### src/rtl/data_cache_ctrl_pkg.sv
// rtl/data_cache_ctrl_pkg.sv - shared widths, sizes and FSM state type for the data cache
package data_cache_ctrl_pkg;

    localparam int TAG_W  = 3;
    localparam int IDX_W  = 5;
    localparam int OFF_W  = 2;
    localparam int LINE_W = 128;
    localparam int LINES  = 32;
    localparam int WORD_W = 32;

    typedef enum logic [1:0] {
        IDLE,
        FILL,
        WRITE,
        WDONE
    } state_t;

endpackage

### src/rtl/dcache_array.sv
// rtl/dcache_array.sv - direct-mapped data/tag/valid storage with line fill and word write
module dcache_array
    import data_cache_ctrl_pkg::*;
#(
    parameter int N_LINES = LINES
) (
    input  logic              clk,
    input  logic              reset,
    input  logic [IDX_W-1:0]  idx,
    input  logic [OFF_W-1:0]  off,
    output logic [WORD_W-1:0] rd_word,
    output logic [TAG_W-1:0]  rd_tag,
    output logic              rd_valid,
    input  logic              line_we,
    input  logic [LINE_W-1:0] line_wdata,
    input  logic [TAG_W-1:0]  tag_wdata,
    input  logic              word_we,
    input  logic [WORD_W-1:0] word_wdata
);

    logic [LINE_W-1:0] data_mem [N_LINES];
    logic [TAG_W-1:0]  tag_mem  [N_LINES];
    logic [N_LINES-1:0] valid;

    assign rd_word  = data_mem[idx][{off, 5'b0} +: WORD_W];
    assign rd_tag   = tag_mem[idx];
    assign rd_valid = valid[idx];

    // Only the valid bits are reset; stale data/tags are harmless behind a clear valid.
    always_ff @(posedge clk) begin
        if (!reset) begin
            valid <= '0;
        end else if (line_we) begin
            valid[idx] <= 1'b1;
        end
    end

    always_ff @(posedge clk) begin
        if (line_we) begin
            data_mem[idx] <= line_wdata;
            tag_mem[idx]  <= tag_wdata;
        end else if (word_we) begin
            data_mem[idx][{off, 5'b0} +: WORD_W] <= word_wdata;
        end
    end

endmodule

### src/rtl/data_cache_ctrl.sv
// rtl/data_cache_ctrl.sv - write-through, no-write-allocate direct-mapped data cache controller
module data_cache_ctrl #(
    parameter int LINES = data_cache_ctrl_pkg::LINES
) (
    input  logic         clk,
    input  logic         reset,
    input  logic         cpu_re,
    input  logic         cpu_we,
    input  logic [9:0]   cpu_addrs,
    input  logic [31:0]  cpu_wd,
    output logic [31:0]  cpu_rd,
    output logic         stall,
    output logic         dm_re,
    output logic         dm_we,
    output logic [9:0]   dm_addrs,
    output logic [31:0]  dm_wd,
    input  logic [127:0] dm_rd_2cache,
    input  logic         ready
);

    import data_cache_ctrl_pkg::*;

    state_t            state;
    logic [TAG_W-1:0]  tag;
    logic [IDX_W-1:0]  idx;
    logic [OFF_W-1:0]  off;
    logic [TAG_W-1:0]  rd_tag;
    logic              rd_valid;
    logic              hit;
    logic              line_we;
    logic              word_we;

    assign tag = cpu_addrs[9:7];
    assign idx = cpu_addrs[6:2];
    assign off = cpu_addrs[1:0];
    assign hit = rd_valid && (rd_tag == tag);

    // Array writes are gated by reset so an aborted transfer never lands.
    assign line_we = reset && (state == FILL) && ready;
    assign word_we = reset && (state == WRITE) && ready && hit;

    dcache_array #(
        .N_LINES (LINES)
    ) u_array (
        .clk        (clk),
        .reset      (reset),
        .idx        (idx),
        .off        (off),
        .rd_word    (cpu_rd),
        .rd_tag     (rd_tag),
        .rd_valid   (rd_valid),
        .line_we    (line_we),
        .line_wdata (dm_rd_2cache),
        .tag_wdata  (tag),
        .word_we    (word_we),
        .word_wdata (cpu_wd)
    );

    always_ff @(posedge clk) begin
        if (!reset) begin
            state <= IDLE;
        end else begin
            case (state)
                IDLE:    if (cpu_we) state <= WRITE;
                         else if (cpu_re && !hit) state <= FILL;
                FILL:    if (ready) state <= IDLE;
                WRITE:   if (ready) state <= WDONE;
                WDONE:   state <= IDLE;
                default: state <= IDLE;
            endcase
        end
    end

    always_comb begin
        stall    = 1'b0;
        dm_re    = 1'b0;
        dm_we    = 1'b0;
        dm_addrs = '0;
        dm_wd    = '0;
        if (reset) begin
            case (state)
                IDLE:  stall = cpu_we || (cpu_re && !hit);
                FILL:  begin
                    stall    = 1'b1;
                    dm_re    = 1'b1;
                    dm_addrs = {cpu_addrs[9:2], 2'b00};
                end
                WRITE: begin
                    stall    = 1'b1;
                    dm_we    = 1'b1;
                    dm_addrs = cpu_addrs;
                    dm_wd    = cpu_wd;
                end
                default: stall = 1'b0;
            endcase
        end
    end

endmodule

### config.mk
export PLATFORM = sky130hd
export DESIGN_NAME = data_cache_ctrl
export DESIGN_NICKNAME = d
export VERILOG_FILES = /design/src/rtl/data_cache_ctrl_pkg.sv /design/src/rtl/dcache_array.sv /design/src/rtl/data_cache_ctrl.sv
export SDC_FILE = /design/constraint.sdc
export NUM_CORES = 2
export LEC_CHECK = 0
export CAP_MARGIN = 20
export CORE_ASPECT_RATIO = 0.9
export CORE_MARGIN = 8
export CORE_UTILIZATION = 40
export DETAILED_ROUTE_END_ITERATION = 12
export GPL_TIMING_DRIVEN = 1
export PLACE_DENSITY = 0.68
export SLEW_MARGIN = 20
export SYNTH_ARGS = -nofsm -noshare
export SYNTH_HDL_FRONTEND = slang
export SYNTH_MEMORY_MAX_BITS = 65536
export SYNTH_SLANG_ARGS = --single-unit
export TNS_END_PERCENT = 20
### constraint.sdc
create_clock -name clk -period 5.5 [get_ports clk]
set_clock_uncertainty 0.15 [all_clocks]
set_input_delay 1.1 -clock clk [delete_from_list [all_inputs] [get_ports clk]]
set_output_delay 1.1 -clock clk [all_outputs]
set_load 0.05 [all_outputs]
Yosys cells after proc, flatten, opt, wreduce, memory -nomap -nowiden --
Memory sizes are Yosys's and may differ from the RTL's. Index checks and enable logic that the tools add are counted.
Operators by class: multiplexer cells 152, shift-type cells 3, add/sub/neg operators 1, bitwise logic cells 129, equality and inequality tests 7, reduce and logical (&&, ||, !) cells 13, $lt $le $gt $ge 2
Operators with widths (number):
- 2-to-1 mux 1 bit | 139
- 2-to-1 mux 128 bit | 1
- bitwise OR 1 bit | 128
- variable shift 32 x 9 -> 128 bit, first input constant | 1
- indexed part select 128 x 8 -> 32 bit | 1
- indexed part select 32 x 9 -> 128 bit | 1
- 2-to-1 mux 32 bit | 2
- bitwise OR 32 bit | 1
- case mux 10 bit (2 select lines) | 1
- 2-to-1 mux 10 bit | 1
- negation 7 -> 9 bit | 1
- logical AND 1 bit | 8
- 2-to-1 mux 2 bit | 4
- case mux 2 bit (4 select lines) | 1
- < comparator 5 x 6 -> 1 bit, second input constant | 1
- binary-select mux 1 bit (select 5 bit) | 1
- demux 1 bit (select 5 bit) | 1
- greater-or-equal comparator 5 x 1 -> 1 bit, second input constant | 1
- == test 2 bit, second input constant | 2
- != test 2 bit, second input constant | 2
- == test 3 bit | 1
- != test 3 bit, second input constant | 1
- AND reduction 3 bit | 1
- == test 2 x 1 -> 1 bit, second input constant | 1
- 5 further kinds | 5
Storage, ports and cells: output and inout bits 77, memories kept 2, logic and storage cells 311, register bits 34, RAM bits 4192, input port bits 175
Memory list:
- u_array.data_mem | depth 32, bits a word 128, rd ports 1, clocked after memory_dff 0, wr ports 1, line dcache_array.sv:21 | logic [LINE_W-1:0] data_mem [N_LINES];
- u_array.tag_mem | depth 32, bits a word 3, rd ports 1, clocked after memory_dff 0, wr ports 1, line dcache_array.sv:22 | logic [TAG_W-1:0] tag_mem [N_LINES];

Longest topological paths before layout --
depth after elaboration 8, mapped depth 13, gate-level depth less buffers 8

Hierarchy --
A second synthesis with hierarchy kept.
Second synthesis, totals: cells, all modules 8036, area, all modules 162827.4 um2
Modules (own cells, without submodules):
- dcache_array | seq. area each 126521.3 um2, area an instance 162246.9 um2, times used 1, cells an instance 7951
- data_cache_ctrl | seq. area each 40.0 um2, area an instance 580.6 um2, times used 1, cells an instance 85

Worst setup path after synthesis --
Ideal clock, no wire load.
path type input -> output, start input cpu_addrs[3], end output cpu_rd[11], required time 4250 ps, slack -225 ps, data arrival time 4475 ps, stages 12, path buffers 7, cells stage by stage buf_2 -> buf_4 -> buf_2 -> buf_2 -> buf_2 -> buf_1 -> clkbuf_1 -> mux4_2 -> mux2i_1 -> o22ai_1 -> nor2_1 -> o31ai_1
Between the ends: cells in the longest elaborated chain, start to end 2
Ends and longest elaborated chain:
- start, declared | line data_cache_ctrl.sv:9 | input logic [9:0] cpu_addrs,
- memory (32 x 128 bit)
- indexed part select 128 x 8 -> 32 bit | line dcache_array.sv:25 | assign rd_word = data_mem[idx][{off, 5'b0} +: WORD_W];
- end, declared | line data_cache_ctrl.sv:11 | output logic [31:0] cpu_rd,
Every way passes these cells.

Worst setup path after layout --
start input cpu_addrs[2], end output cpu_rd[11]
The elaborated chain is that of the path after synthesis.

==> run summary <==
The count of endpoints failing hold in the final timing report is 0. The run gives 4260 ps as the data arrival time of the critical path. After clock tree synthesis, the clock-pin slew on the worst setup and hold paths is 60 ps.

The delay of the slowest critical-path stage was 540 ps; the placer's final routability congestion estimate was 0.863. The number of vias per cell after detailed routing came out at 6.14. The tools report the endpoint kind of the worst setup timing path as a primary output. For the number of buffers added to fix hold violations after cts, the log shows 0. The tightest min-delay check is of the flip-flop to flip-flop type. The number of flops mapped to enable cells by yosys was 4,192. Leaving out fill and tap cells, the most frequent cells in the layout are sky130_fd_sc_hd__edfxtp_1 (4,192), sky130_fd_sc_hd__mux4_2 (1,095), sky130_fd_sc_hd__buf_4 (520).

Registers take 0.127 sq mm. In the final design database the tool counted 8,722 nets. Walking the worst path, the cells encountered are buf_16 -> buf_16 -> buf_12 -> mux4_2 -> mux4_2 -> nand2_1 -> o2111ai_4 -> buf_4 -> nand3_1 -> o31ai_2 -> buf_12.

The cell area that synthesis handed to floorplanning was 0.164 sq mm. Leaving out fill and tap cells, the most frequent cell in the layout is sky130_fd_sc_hd__edfxtp_1. The largest total area in the synthesized netlist belongs to sky130_fd_sc_hd__edfxtp_1. The run gives 81 as the maximum number of pins on one net before global-route repair. In this run, placement finished with an instance count of 13,521. The die width was 691 um.

The final max-slew violation count is 0, and the area fraction of the dominant cell type after synthesis is 76.7%. Summed over all cells, the static leakage comes to 62.3 nW. Of all nets on the critical path, the largest fanout is 23. Max-cap violations in this run came to 0. For the post-synth net total, the log shows 7,684.

For this run, the detailed router's first-pass iteration total came to 5. The final HPWL from detailed placement was 304 mm. Buffers placed on the I/O ports in this run total 251. The checks that failed: setup timing.

The path type of the worst setup path is primary input to primary output. The most used flip-flop cell after synthesis is sky130_fd_sc_hd__edfxtp_1. In the final timing run, aggregate negative setup slack is -9.66 ps. The synthesized-area fraction occupied by and/or/nand/nor cells works out to 1.71%.

After synthesis, the largest family of logic cells by area is multiplexers. The die covers 0.431 sq mm. The run gives 40.1% as the starting utilization of the core area.

Once placement finished, the instance area stood at 0.183 sq mm. Share of synthesized area occupied by flip-flops and latches: 77.2%. The achievable clock frequency was 181 MHz; the routed wire length per instance was 35.5 um. Among all stages on the critical path, the largest delay is contributed by sky130_fd_sc_hd__mux4_2. The count of unresolved DRC violations after routing was 0. During synthesis, Yosys emitted a total of 0 warnings.

At the pin with the least slew margin, the transition time is 1020 ps. For this design, the sink count on the clock tree is 4,226. Dividing the synthesized area by the synthesized cell count gives 21.9 sq um. The worst path needs 5510 ps of the cycle, external delays included. Ranked by total cell area, the synthesized netlist is headed by sky130_fd_sc_hd__edfxtp_1 (77%), sky130_fd_sc_hd__mux4_2 (15%), sky130_fd_sc_hd__mux2i_1 (2.1%), sky130_fd_sc_hd__nand2_1 (0.68%), sky130_fd_sc_hd__nor2_1 (0.52%). Of the total synthesized cell area, the portion taken by XOR and XNOR cells is 0%. Global routing finished with a remaining overflow of 0. Data on the critical path is required at its endpoint by 4250 ps. Headroom to the max-slew limit came out at 32.1%. Summing the areas of all compound-gate instances in the mapped netlist gives 2.35% of the synthesized area. OpenSTA, run right after detailed placement, puts the worst setup slack at -560 ps. The area growth from synthesis to layout was 19.9%.

The number of routed nets with antenna violations is 0, and the maximum number of buffers from clock root to sink is 4. The total wire length after detailed routing is 507 mm, and the count of endpoints failing setup in the final report is 1. STA classifies the critical path startpoint as a primary input. Cells fill 48.1% of the core in the end. The number of different library cells in the post-synthesis netlist came out at 60. After synthesis, the share of cell area in mux cells is 17.2%. The tools report the wire length of the first global-routing pass as 693 mm. The number of antenna violations at the first check in global routing is 23. The multi-input combinational cells in the finished layout cover a total of 0.0368 sq mm. The worst-case setup margin in the final layout is -9.66 ps. Overall via count from detail_route: 87,737.

The share of flip-flops with an asynchronous set or reset was 0%. The flow ran to the end, but the final reports show violations. The core region is 0.409 sq mm. The post-route netlist has 31.9% of its cells at a drive strength greater than 1. In the global route stage, overall resource usage came out at 22.7%. The synthesis-stage register bit count is 4,226, and the number of standard cells in the final layout excluding fillers is 14,301. For this block, the initial DRC count from the detailed router was 13,365.

For the I/O pin total, the log shows 252. In this run the core area contains 223 standard-cell rows. Setup repair after global routing could not meet its margin everywhere.

The filler cells instantiated in the layout total 32,381. Adder-cell area share of the yosys netlist: 0.0763%. The via count of the first global-routing pass is 86,542, and the post-layout instance area is 0.197 sq mm. For the maximum ir drop on the vdd rail, the log shows 0.000287 V.

Total CTS buffers: 412. After layout, the worst path uses 100% of the clock period. TritonCTS built the clock tree. The later pin in the worst-skew pair is clocked with a latency of 980 ps. After technology mapping, the gate count stands at 7,499.

The clock root buffer is sky130_fd_sc_hd__clkbuf_16. The H-tree generated during clock tree synthesis spans 5 levels. From bottom edge to top edge, the die measures 623 um.

The power per cell area was 347 mW/mm^2.
-- metal layers --
metal | wire length, um | global-route usage (%) | share of wire [%]
met5 | 53 | 0 | 0.010
met4 | 37800 | 14.1 | 7.5
met3 | 58200 | 4.89 | 11
met2 | 231000 | 34.9 | 46
met1 | 180000 | 29.7 | 36
-- timing repair --
action	4_1_cts	5_1_grt
cloned	0	2
resized for setup	33	3
pin swaps	1	0
endpoints found under the setup margin	16	18
setup buffers	0	0
-- per-stage QoR --
stage	power [mW]	hold slack (ps)
6_report	68.2	315
3_5_place_dp	41.0	303
2_1_floorplan	38.6	285
3_3_place_gp	40.9	292
4_1_cts	68.4	317
5_1_grt	69.7	331
-- cell families (layout without fill, tap and decap cells) --
| kind of cell | count (synthesis) | count (layout) |
|---|---|---|
| buf+inv | 577 | 1960 |
| fa+ha+maj | 10 | 10 |
| simple gates | 660 | 660 |
| flops | 4226 | 4226 |
| other cells | 0 | 19 |
| mux | 1450 | 1450 |
| compound gates | 576 | 576 |
-- flip-flops by register name, summed over array words and instances, names as in the netlist --
| name | cells |
|---|---|
| state | 2 |
| u_array.data_mem | 4096 |
| u_array.tag_mem | 96 |
| u_array.valid | 32 |
-- critical path: cells and delay by family --
family                 cells  cell delay (ps)
AO/OA/AOI/OAI              2              500
buffers and inverters      5             1220
AND/OR/NAND/NOR            2              300
multiplexers               2             1020
-- synth_stat cells (6+ instances only) --
| master | n |
|---|---|
| sky130_fd_sc_hd__o211ai_1 | 10 |
| sky130_fd_sc_hd__a21oi_1 | 133 |
| sky130_fd_sc_hd__mux2i_1 | 341 |
| sky130_fd_sc_hd__nor3_1 | 21 |
| sky130_fd_sc_hd__mux2_2 | 14 |
| sky130_fd_sc_hd__inv_1 | 134 |
| sky130_fd_sc_hd__edfxtp_1 | 4192 |
| sky130_fd_sc_hd__and3_1 | 35 |
| sky130_fd_sc_hd__a211o_1 | 8 |
| sky130_fd_sc_hd__dfxtp_1 | 34 |
| sky130_fd_sc_hd__o31ai_1 | 10 |
| sky130_fd_sc_hd__nor2_1 | 229 |
| sky130_fd_sc_hd__o22ai_1 | 38 |
| sky130_fd_sc_hd__buf_1 | 50 |
| sky130_fd_sc_hd__nand3_1 | 22 |
| sky130_fd_sc_hd__buf_4 | 20 |
| sky130_fd_sc_hd__a22o_1 | 6 |
| sky130_fd_sc_hd__a22oi_1 | 94 |
| sky130_fd_sc_hd__a211oi_1 | 26 |
| sky130_fd_sc_hd__nand2_1 | 297 |
| sky130_fd_sc_hd__nand2b_1 | 9 |
| sky130_fd_sc_hd__o221ai_1 | 8 |
| sky130_fd_sc_hd__a31oi_1 | 8 |
| sky130_fd_sc_hd__a221oi_1 | 34 |
| sky130_fd_sc_hd__buf_2 | 148 |
| sky130_fd_sc_hd__o21ai_0 | 94 |
| sky130_fd_sc_hd__and2_1 | 12 |
| sky130_fd_sc_hd__o2111ai_1 | 35 |
| sky130_fd_sc_hd__ha_1 | 10 |
| sky130_fd_sc_hd__o21a_1 | 33 |
| sky130_fd_sc_hd__clkbuf_1 | 222 |
| sky130_fd_sc_hd__o32ai_1 | 21 |
| sky130_fd_sc_hd__mux4_2 | 1095 |
-- path summary, 6_finish.rpt --
| path | start | endpoint | slack [ps] | depth (start not counted) |
|---|---|---|---|---|
| setup / recovery | cpu_addrs[2] | cpu_rd[11] | -10 | 11 |
| hold / removal | u_array.valid[8]$_SDFFE_PN0P_ | u_array.valid[8]$_SDFFE_PN0P_ | 310 | 1 |
| setup reg to reg | state[0]$_SDFFE_PN0P_ | u_array.data_mem[11][40]$_DFFE_PP_ | 1320 | 10 |
| hold reg to reg | u_array.valid[8]$_SDFFE_PN0P_ | u_array.valid[8]$_SDFFE_PN0P_ | 310 | 1 |
-- where the power goes --
group / internal, mW / leakage (nW) / switching (mW)
Combinational: 1.87 / 18.0 / 3.04
Sequential: 35.5 / 37.9 / 0.0236
Clock: 15.7 / 6.41 / 12.1
-- area by class of cell --
class / count / area share (%)
Sequential cell: 4226 / 64.4
Inverter: 137 / 0.265
Timing Repair Buffer: 1064 / 6.47
Multi-Input combinational cell: 2696 / 18.7
Antenna cell: 19 / 0.0242
Tap cell: 5400 / 3.44
Clock inverter: 242 / 1.24
Clock buffer: 517 / 5.49
Note: power is estimated with default switching activity, not from simulation.
